===== config.mk =====
export PLATFORM = sky130hd
export DESIGN_NAME = rle_decode
export DESIGN_NICKNAME = d
export VERILOG_FILES = /design/src/rtl/rle_decode.sv
export SDC_FILE = /design/constraint.sdc
export NUM_CORES = 1
export LEC_CHECK = 0
export ABC_AREA = 1
export CORE_ASPECT_RATIO = 1.5
export CORE_MARGIN = 4
export CORE_UTILIZATION = 40
export DETAILED_ROUTE_END_ITERATION = 10
export PLACE_DENSITY = 0.7
export SYNTH_ARGS = -nofsm -noshare
export SYNTH_HDL_FRONTEND = slang
export SYNTH_SLANG_ARGS = --single-unit
export TNS_END_PERCENT = 20

===== constraint.sdc =====
create_clock -name clk -period 4.02 [get_ports clk]
set_input_delay 0.603 -clock clk [delete_from_list [all_inputs] [get_ports clk]]
set_output_delay 0.603 -clock clk [all_outputs]
set_load 0.05 [all_outputs]

===== src/rtl/rle_decode.sv =====
// Run-length decoder: reads (count,value) byte pairs over port A, expands each run and
// writes the packed plaintext back through the same port.
module rle_decode #(
  parameter int unsigned ADDR_W  = 16,
  parameter int unsigned MAX_OUT = 65536
) (
  input  logic              clk,
  input  logic              reset,
  input  logic              start,
  input  logic [31:0]       rle_addr,
  input  logic [31:0]       rle_size,
  input  logic [31:0]       out_addr,
  output logic [31:0]       out_size,
  output logic              done,
  output logic              error,
  output logic              port_A_clk,
  output logic [ADDR_W-1:0] port_A_addr,
  output logic              port_A_we,
  output logic [31:0]       port_A_data_in,
  input  logic [31:0]       port_A_data_out
);

  localparam logic [2:0] StIdle   = 3'd0;
  localparam logic [2:0] StRdReq  = 3'd1;
  localparam logic [2:0] StRdCap  = 3'd2;
  localparam logic [2:0] StExpand = 3'd3;
  localparam logic [2:0] StWr     = 3'd4;
  localparam logic [2:0] StFlush  = 3'd5;
  localparam logic [2:0] StDone   = 3'd6;

  logic [2:0]  state_q, state_d;
  logic [31:0] rd_ptr_q, rd_ptr_d, wr_ptr_q, wr_ptr_d;
  logic [31:0] size_q, size_d, consumed_q, consumed_d, base_q, base_d;
  logic [15:0] hi_q, hi_d;
  logic        pair_q, pair_d;
  logic [7:0]  rem_q, rem_d, val_q, val_d;
  logic [31:0] pack_q, pack_d;
  logic [1:0]  pack_cnt_q, pack_cnt_d;
  logic [31:0] out_size_q, out_size_d;
  logic        error_q, error_d;

  logic [2:0]  adv_state;
  logic        adv_pair;
  logic [7:0]  adv_rem, adv_val;
  logic [32:0] cons_next;
  logic        pair0_ok, pair1_ok, more_in, wr_cycle;

  assign cons_next = {1'b0, consumed_q} + 33'd4;
  assign pair0_ok  = ({1'b0, consumed_q} + 33'd1) < {1'b0, size_q};
  assign pair1_ok  = ({1'b0, base_q} + 33'd3) < {1'b0, size_q};
  assign more_in   = consumed_q < size_q;

  // Where to go once the current run is used up: second pair of the word, next word, or flush.
  always_comb begin
    adv_pair = pair_q;
    adv_rem  = 8'd0;
    adv_val  = val_q;
    if (!pair_q && pair1_ok) begin
      adv_state = StExpand;
      adv_pair  = 1'b1;
      adv_rem   = hi_q[7:0];
      adv_val   = hi_q[15:8];
    end else begin
      adv_state = more_in ? StRdReq : StFlush;
    end
  end

  always_comb begin
    state_d    = state_q;
    rd_ptr_d   = rd_ptr_q;
    wr_ptr_d   = wr_ptr_q;
    size_d     = size_q;
    consumed_d = consumed_q;
    base_d     = base_q;
    hi_d       = hi_q;
    pair_d     = pair_q;
    rem_d      = rem_q;
    val_d      = val_q;
    pack_d     = pack_q;
    pack_cnt_d = pack_cnt_q;
    out_size_d = out_size_q;
    error_d    = error_q;
    case (state_q)
      StIdle: begin
        if (start) begin
          rd_ptr_d   = {rle_addr[31:2], 2'b00};
          wr_ptr_d   = {out_addr[31:2], 2'b00};
          size_d     = rle_size;
          consumed_d = 32'd0;
          out_size_d = 32'd0;
          error_d    = 1'b0;
          pack_d     = 32'd0;
          pack_cnt_d = 2'd0;
          state_d    = (rle_size < 32'd2) ? StDone : StRdReq;
        end
      end
      StRdReq: state_d = StRdCap;
      StRdCap: begin
        hi_d       = port_A_data_out[31:16];
        base_d     = consumed_q;
        consumed_d = (cons_next > {1'b0, size_q}) ? size_q : cons_next[31:0];
        rd_ptr_d   = rd_ptr_q + 32'd4;
        pair_d     = 1'b0;
        rem_d      = pair0_ok ? port_A_data_out[7:0] : 8'd0;
        val_d      = port_A_data_out[15:8];
        state_d    = StExpand;
      end
      StExpand: begin
        if (rem_q == 8'd0) begin
          state_d = adv_state;
          pair_d  = adv_pair;
          rem_d   = adv_rem;
          val_d   = adv_val;
        end else if (out_size_q == 32'(MAX_OUT)) begin
          // Byte MAX_OUT+1 is dropped; whatever is already packed still gets written.
          error_d = 1'b1;
          state_d = StFlush;
        end else begin
          pack_d[{pack_cnt_q, 3'b000} +: 8] = val_q;
          pack_cnt_d = pack_cnt_q + 2'd1;
          out_size_d = out_size_q + 32'd1;
          rem_d      = rem_q - 8'd1;
          if (pack_cnt_q == 2'd3) begin
            state_d = StWr;
          end else if (rem_q == 8'd1) begin
            state_d = adv_state;
            pair_d  = adv_pair;
            rem_d   = adv_rem;
            val_d   = adv_val;
          end
        end
      end
      StWr: begin
        wr_ptr_d = wr_ptr_q + 32'd4;
        pack_d   = 32'd0;
        state_d  = StExpand;
        if (rem_q == 8'd0) begin
          state_d = adv_state;
          pair_d  = adv_pair;
          rem_d   = adv_rem;
          val_d   = adv_val;
        end
      end
      StFlush: begin
        if (pack_cnt_q != 2'd0) wr_ptr_d = wr_ptr_q + 32'd4;
        pack_d     = 32'd0;
        pack_cnt_d = 2'd0;
        state_d    = StDone;
      end
      StDone:  state_d = StIdle;
      default: state_d = StIdle;
    endcase
  end

  always_ff @(posedge clk) begin
    if (reset) begin
      state_q    <= StIdle;
      rd_ptr_q   <= 32'd0;
      wr_ptr_q   <= 32'd0;
      size_q     <= 32'd0;
      consumed_q <= 32'd0;
      base_q     <= 32'd0;
      hi_q       <= 16'd0;
      pair_q     <= 1'b0;
      rem_q      <= 8'd0;
      val_q      <= 8'd0;
      pack_q     <= 32'd0;
      pack_cnt_q <= 2'd0;
      out_size_q <= 32'd0;
      error_q    <= 1'b0;
    end else begin
      state_q    <= state_d;
      rd_ptr_q   <= rd_ptr_d;
      wr_ptr_q   <= wr_ptr_d;
      size_q     <= size_d;
      consumed_q <= consumed_d;
      base_q     <= base_d;
      hi_q       <= hi_d;
      pair_q     <= pair_d;
      rem_q      <= rem_d;
      val_q      <= val_d;
      pack_q     <= pack_d;
      pack_cnt_q <= pack_cnt_d;
      out_size_q <= out_size_d;
      error_q    <= error_d;
    end
  end

  assign wr_cycle = (state_q == StWr) || ((state_q == StFlush) && (pack_cnt_q != 2'd0));

  // Gating with reset keeps a write from landing on the edge that aborts the frame.
  assign port_A_clk     = clk;
  assign port_A_we      = wr_cycle && !reset;
  assign port_A_addr    = wr_cycle ? wr_ptr_q[ADDR_W-1:0] : rd_ptr_q[ADDR_W-1:0];
  assign port_A_data_in = pack_q;
  assign done           = (state_q == StDone);
  assign error          = error_q;
  assign out_size       = out_size_q;

  logic unused_bits;
  assign unused_bits = ^{rd_ptr_q[31:ADDR_W], wr_ptr_q[31:ADDR_W], rle_addr[1:0], out_addr[1:0]};

endmodule

==> results.sh, run 1 <==
export IMPL_status="complete, no violations"
export IMPL_synthTopCellsByArea="dfxtp_1 28%, nand2_1 11%, ha_1 11%"
export IMPL_initial_core_util_pct=40.62
export IMPL_vias=16850
export IMPL_synth_area_um2=16060
export IMPL_power_mw=8.035
export IMPL_critical_path_required_ps=4580
export IMPL_die_width_um=171.6
export IMPL_whs_ps=377.6
export IMPL_final_nets=2859
export IMPL_worst_slew_pin_slew_ps=974.7
export IMPL_ys_types=46
export IMPL_synthArstFlopShare_pct=0
export IMPL_synth_edf_count=0
export IMPL_insertedDiodeCount=0
export IMPL_hold_buffers=0
export IMPL_placed_area_um2=18490
export IMPL_wl_um=57960
export IMPL_seqPwrFrac_pct=34.0
export IMPL_drt_iter0_drc=1057
export IMPL_crit_arrival_ps=4340
export IMPL_ir_drop_v=0.0003386
export IMPL_slew_headroom_pct=34.73
export IMPL_yosysWarningCount=0
export IMPL_hold_viol_final=0
export IMPL_netSwitchingPower_mw=3.064
export IMPL_end_kind="flip-flop"
export IMPL_clk_pin_slew_ps=60
export IMPL_drv_slew=0
export IMPL_dieArea_um2=43480
export IMPL_placed_cells=3053
export IMPL_finalWorstPathRequiredPeriod_ps=3785
export IMPL_gr_usage_all_layers_pct=26.18
export IMPL_holdCritPathClass="in -> reg"
export IMPL_synth_common_cells="470 x nand2_1, 274 x inv_1, 263 x a21oi_1, 227 x dfxtp_1, 219 x nor2_1"
export IMPL_setup_viol=0
export IMPL_drtAntennaViolNets=0
export IMPL_internal_power_mw=4.971
export IMPL_finalCritPeriodShare_pct=94.15
export IMPL_fmax_mhz=264.2
export IMPL_ys_seq_area_share_pct=28.30
export IMPL_syn_inst=2412
export IMPL_syn_to_final_growth_pct=21.60
export IMPL_synth_most_common_cell="nand2_1"
export IMPL_cp_max_fo=11
export IMPL_cts_tree="yes"
export IMPL_cellPowerDensity_nw_per_um2=411.5
export IMPL_clk_latency_ps=670
export IMPL_yosys_area_top_type_share_pct=28.30
export IMPL_grt_pass1_wl_um=89920
export IMPL_switching_share_pct=38.13
export IMPL_synth_seq_cells=227
export IMPL_avgSynthCellArea_um2=6.658
export IMPL_utilization_pct=49.40
export IMPL_drive_gt1_share_pct=7.282
export IMPL_grt_pass1_vias=16760
export IMPL_clock_skew_ps=17.67
export IMPL_first_pass_iters=6
export IMPL_row_count=89
export IMPL_power_frac_comb_pct=32.5
export IMPL_grt_overflow_total=0
export IMPL_worstSetupStartpointType="flip-flop"
export IMPL_gp_congestion=1.007
export IMPL_path_class="reg -> reg"
export IMPL_leakage_nw=8.060
export IMPL_synth_largest_area_cell="dfxtp_1"
export IMPL_viasPerCell=5.421
export IMPL_layout_cells_non_filler=3109
export IMPL_dp_hpwl_um=44810
export IMPL_wl_per_cell_um=18.64
export IMPL_clkPwrFrac_pct=33.5
export IMPL_port_buffers=176
export IMPL_coreArea_um2=39530
export IMPL_drc=0
export IMPL_ys_flop_type="dfxtp_1"
export IMPL_antenna_found_initial=0
export IMPL_fin_area_um2=19530
export IMPL_ioPinCount=215
export IMPL_die_y_um=253.4
export IMPL_grt_start_max_net_pins=81
export IMPL_maxCapViolCount=0
-- kinds of logic (layout without fill, tap and decap cells) --
kind of cell               count (synthesis)  count (layout)  share of synthesized area, %
adders and majority gates                138             138                         10.75
and+or+nand+nor                         1027            1027                         28.39
DFF                                      227             227                         28.30
muxes                                      2               2                        0.1247
buffers and inverters                    387             583                         9.544
other                                      1               2                       0.02335
xor gates and xnor gates                 104             104                         5.672
AOI/OAI and AO/OA                        526             526                         17.20
-- critical path, cell delays in order (launching register included) --
cell	delay, ps
dfxtp_1	320
inv_1	110
nor3_2	220
nand2_1	120
nor3_2	260
nand3_2	150
nor2_4	120
nand2_1	100
nor3_2	240
buf_4	160
nand3_1	90
xor2_1	180
ha_1	300
nand3_1	110
nor3_2	210
nand2_2	80
nor2_1	130
nand2_2	120
nand3_4	120
clkinv_4	90
nand3_4	110
nand2_4	120
nor2_1	180
nor2_2	60
-- path summary, 6_finish.rpt --
check | start | to | slack, ps | cells past startpoint
hold reg to reg | port_A_data_in[17] | port_A_data_in[17] | 450 | 2
setup / recovery | base_q[3] | val_q[4] | 240 | 23
hold / removal | reset | state_q[2] | 380 | 2
setup reg to reg | base_q[3] | val_q[4] | 240 | 23
-- timing repair --
item,CTS,global route
setup endpoints to repair,0,47
resized for setup,0,13
setup buffers,0,7
-- stage by stage --
step / setup slack [ps] / setup TNS [ps]
floorplan: 677.9 / 0
global placement: 227.9 / 0
detailed placement: 186.9 / 0
CTS: 87.12 / 0
global route: -28.60 / -92.46
finish: 235.1 / 0
-- flip-flops by register name, summed over array words and instances (netlist names), 14 cells and up --
| signal | cells |
|---|---|
| size_q | 32 |
| out_size | 32 |
| hi_q | 16 |
| consumed_q | 32 |
| base_q | 32 |
| rd_ptr_q | 14 |
| port_A_data_in | 32 |
| wr_ptr_q | 14 |
-- power by group through the flow --
stage | Combinational, mW | Clock (mW) | Sequential (mW)
finish | 2.61 | 2.69 | 2.73
global route | 2.89 | 2.83 | 2.76
CTS | 2.61 | 2.75 | 2.73
detailed placement | 2.59 | 0.0574 | 2.77
global placement | 2.54 | 0.0574 | 2.77
floorplan | 1.59 | 0.0536 | 2.95
-- routing by layer --
metal  GRT usage (%)  vias to the layer above  routed length [um]
met4           17.24                        0                4357
met5               0                        -                   0
met2           46.53                      494               29010
met1           29.00                     7787               22040
li1                -                     8381                   -
met3           3.030                      192                2547
-- area by class of cell --
class                   count  area (um^2)
well taps                 500        625.6
inverters                 290         1094
flip-flops and latches    227         4551
fillers                  3967        20000
repair buffers            243         2272
multi-input cells        1799        10030
clock inverters            12        178.9
clock buffers              38        774.5
-- placed cells by master (no fill, tap or decap), drive strengths merged, types with 86 or more instances in the layout --
| master | n |
|---|---|
| a21oi | 270 |
| clkdlybuf4s50 | 175 |
| dfxtp | 227 |
| ha | 138 |
| inv | 287 |
| nand2 | 483 |
| nand3 | 129 |
| nor2 | 233 |
| nor3 | 86 |
| o21ai | 213 |
Note: power is estimated with default switching activity, not from simulation.
==> run 2, diff against run 1 <==
--- a/config.mk
+++ b/config.mk
@@ -11,6 +11,7 @@
 export CORE_UTILIZATION = 40
 export DETAILED_ROUTE_END_ITERATION = 10
 export PLACE_DENSITY = 0.7
+export SLEW_MARGIN = 15
 export SYNTH_ARGS = -nofsm -noshare
 export SYNTH_HDL_FRONTEND = slang
 export SYNTH_SLANG_ARGS = --single-unit
==> results of run 2 <==
Same layout as run 1: the final DEF is identical, and so are final timing and power.
==> run 3, diff against run 2 <==
--- a/config.mk
+++ b/config.mk
@@ -7,9 +7,10 @@
 export LEC_CHECK = 0
 export ABC_AREA = 1
 export CORE_ASPECT_RATIO = 1.5
-export CORE_MARGIN = 4
+export CORE_MARGIN = 10
 export CORE_UTILIZATION = 40
 export DETAILED_ROUTE_END_ITERATION = 10
+export GPL_TIMING_DRIVEN = 0
 export PLACE_DENSITY = 0.7
 export SLEW_MARGIN = 15
 export SYNTH_ARGS = -nofsm -noshare
==> results.sh, run 3 (synthesis results as in run 1) <==
export IMPL_die_width_um=183.6
export IMPL_grt_pass1_wl_um=98530
export IMPL_coreArea_um2=39530
export IMPL_clk_pin_slew_ps=60
export IMPL_drtAntennaViolNets=0
export IMPL_die_y_um=265.4
export IMPL_multi_input_area_um2=10200
export IMPL_clk_latency_ps=670
export IMPL_viasPerCell=5.500
export IMPL_path_cells="nor2_1 > nand2_1 > nand2_1 > o21ai_1 > clkbuf_1 > clkbuf_1 > nand2_1 > o21ai_0 > clkdlybuf4s15_1"
export IMPL_initial_core_util_pct=40.62
export IMPL_switching_share_pct=38.13
export IMPL_drv_slew=0
export IMPL_r2r_cells=25
export IMPL_critical_path_startpoint="state_q[1]"
export IMPL_seqCellArea_um2=4556
export IMPL_grt_pass1_vias=17260
export IMPL_drc=0
export IMPL_crit_arrival_ps=3370
export IMPL_path_class="reg -> out"
export IMPL_layout_commonest_cell="nand2_1"
export IMPL_hold_buffers=0
export IMPL_dp_hpwl_um=52980
export IMPL_finalWorstPathRequiredPeriod_ps=3975
export IMPL_fill_cells=3914
export IMPL_setup_viol=0
export IMPL_ir_drop_v=0.0003093
export IMPL_critical_path_required_ps=3420
export IMPL_finalCritPeriodShare_pct=98.89
export IMPL_status="complete, no violations"
export IMPL_placed_cells=3088
export IMPL_first_pass_iters=6
export IMPL_wl_per_cell_um=20.91
export IMPL_cellPowerDensity_nw_per_um2=427.3
export IMPL_ioPinCount=215
export IMPL_whs_ps=441.9
export IMPL_syn_to_final_growth_pct=23.71
export IMPL_row_count=89
export IMPL_worstSetupStartpointType="flip-flop"
export IMPL_hold_path_depth=2
export IMPL_clock_skew_ps=14.42
export IMPL_crit_path_max_incr_delay_ps=570
export IMPL_crit_slowest_cell="clkdlybuf4s15_1"
export IMPL_power_mw=8.489
export IMPL_wl_um=66040
export IMPL_end_kind="primary output"
export IMPL_mostFrequentLayoutCells="469 x nand2_1, 273 x inv_1, 262 x a21oi_1"
export IMPL_final_nets=2906
export IMPL_path_delay_family="buffers and inverters"
export IMPL_drive_gt1_share_pct=8.057
export IMPL_holdCritPathClass="reg -> reg"
export IMPL_antenna_found_initial=3
export IMPL_crit_top_cell="nand2_1"
export IMPL_gp_congestion=1.019
export IMPL_netSwitchingPower_mw=3.236
export IMPL_critPathBufInv=3
export IMPL_cp_max_fo=10
export IMPL_seqPwrFrac_pct=32.2
export IMPL_gr_usage_all_layers_pct=26.13
export IMPL_hold_viol_final=0
export IMPL_clkPwrFrac_pct=34.8
export IMPL_leakage_nw=8.235
export IMPL_drt_iter0_drc=1303
export IMPL_grt_start_max_net_pins=15
export IMPL_fmax_mhz=251.5
export IMPL_dieArea_um2=48730
export IMPL_vias=17370
export IMPL_layout_cells_non_filler=3158
export IMPL_worst_slew_pin_slew_ps=931.7
export IMPL_port_buffers=175
export IMPL_slew_headroom_pct=37.31
export IMPL_crit_cells=9
export IMPL_internal_power_mw=5.252
export IMPL_grt_overflow_total=0
export IMPL_reg2reg_setup_slack_ps=220
export IMPL_power_frac_comb_pct=33.0
export IMPL_timing_rr_start="base_q[3]"
export IMPL_cts_tree="yes"
export IMPL_rsz0062_at_grt="yes"
export IMPL_tns_ps=0
export IMPL_maxCapViolCount=0
export IMPL_hold_start="port_A_data_in[19]"
[run 3: timing repair]
item,in CTS,in global routing
buffers inserted,10,8
gates resized for setup,42,55
endpoints found under the setup margin,60,63
pin swaps,10,23
[run 3: per-stage QoR]
step | area (um^2) | util [%] | setup WS (ps)
CTS | 19630 | 49.65 | 4.649
floorplan | 16060 | - | 677.9
detailed placement | 18440 | 46.65 | -260.9
finish | 19870 | 50.25 | 44.63
global route | 19860 | 50.24 | -66.08
global placement | 18440 | 46.65 | -265.6
[run 3: worst register-to-register path, cell delays in order, from the launching register on]
cell and delay [ps]:
dfxtp_1 320, inv_1 110, nor3_2 190, nand2_1 130, nor3_4 190, buf_4 150, buf_4 110, nand3_1 170
nor2_1 280, nand3_1 150, xor2_1 200, inv_1 60, ha_1 290, nand2_1 60, nor3_2 220, nand2_2 130
nor2_4 170, nand2_4 80, nand3_4 90, clkinv_4 90, nand3_4 100, nand2_4 70, buf_12 150, nand2_1 60
nand2_1 60, nor2_1 120
[run 3: worst paths after layout]
kind,end
max,port_A_addr[13]
max reg2reg,val_q[2]
min,port_A_data_in[19]
min reg2reg,port_A_data_in[19]
[run 3: layout make-up]
type / count / area share, %
diodes: 2 / 0.02519
flip-flops and latches: 227 / 22.93
multi-input cells: 1799 / 51.37
well taps: 500 / 3.149
clock inverters: 10 / 0.9321
repair buffers: 192 / 9.416
clock buffers: 41 / 4.421
plain buffers: 97 / 2.236
inverters: 290 / 5.523
[run 3: power by group through the flow]
stage          clock network [mW]  logic, mW  registers, mW
6_report                     2.95       2.80           2.74
5_1_grt                      3.06       3.07           2.77
3_5_place_dp               0.0712       2.73           2.77
4_1_cts                      2.98       2.76           2.73
3_3_place_gp               0.0712       2.68           2.77
2_1_floorplan              0.0536       1.59           2.95
[run 3: layer usage]
layer / GRT usage (%) / wire length (um)
met5: 0 / 0
met2: 48.86 / 34280
met1: 25.82 / 23380
met4: 18.21 / 4736
met3: 3.848 / 3641
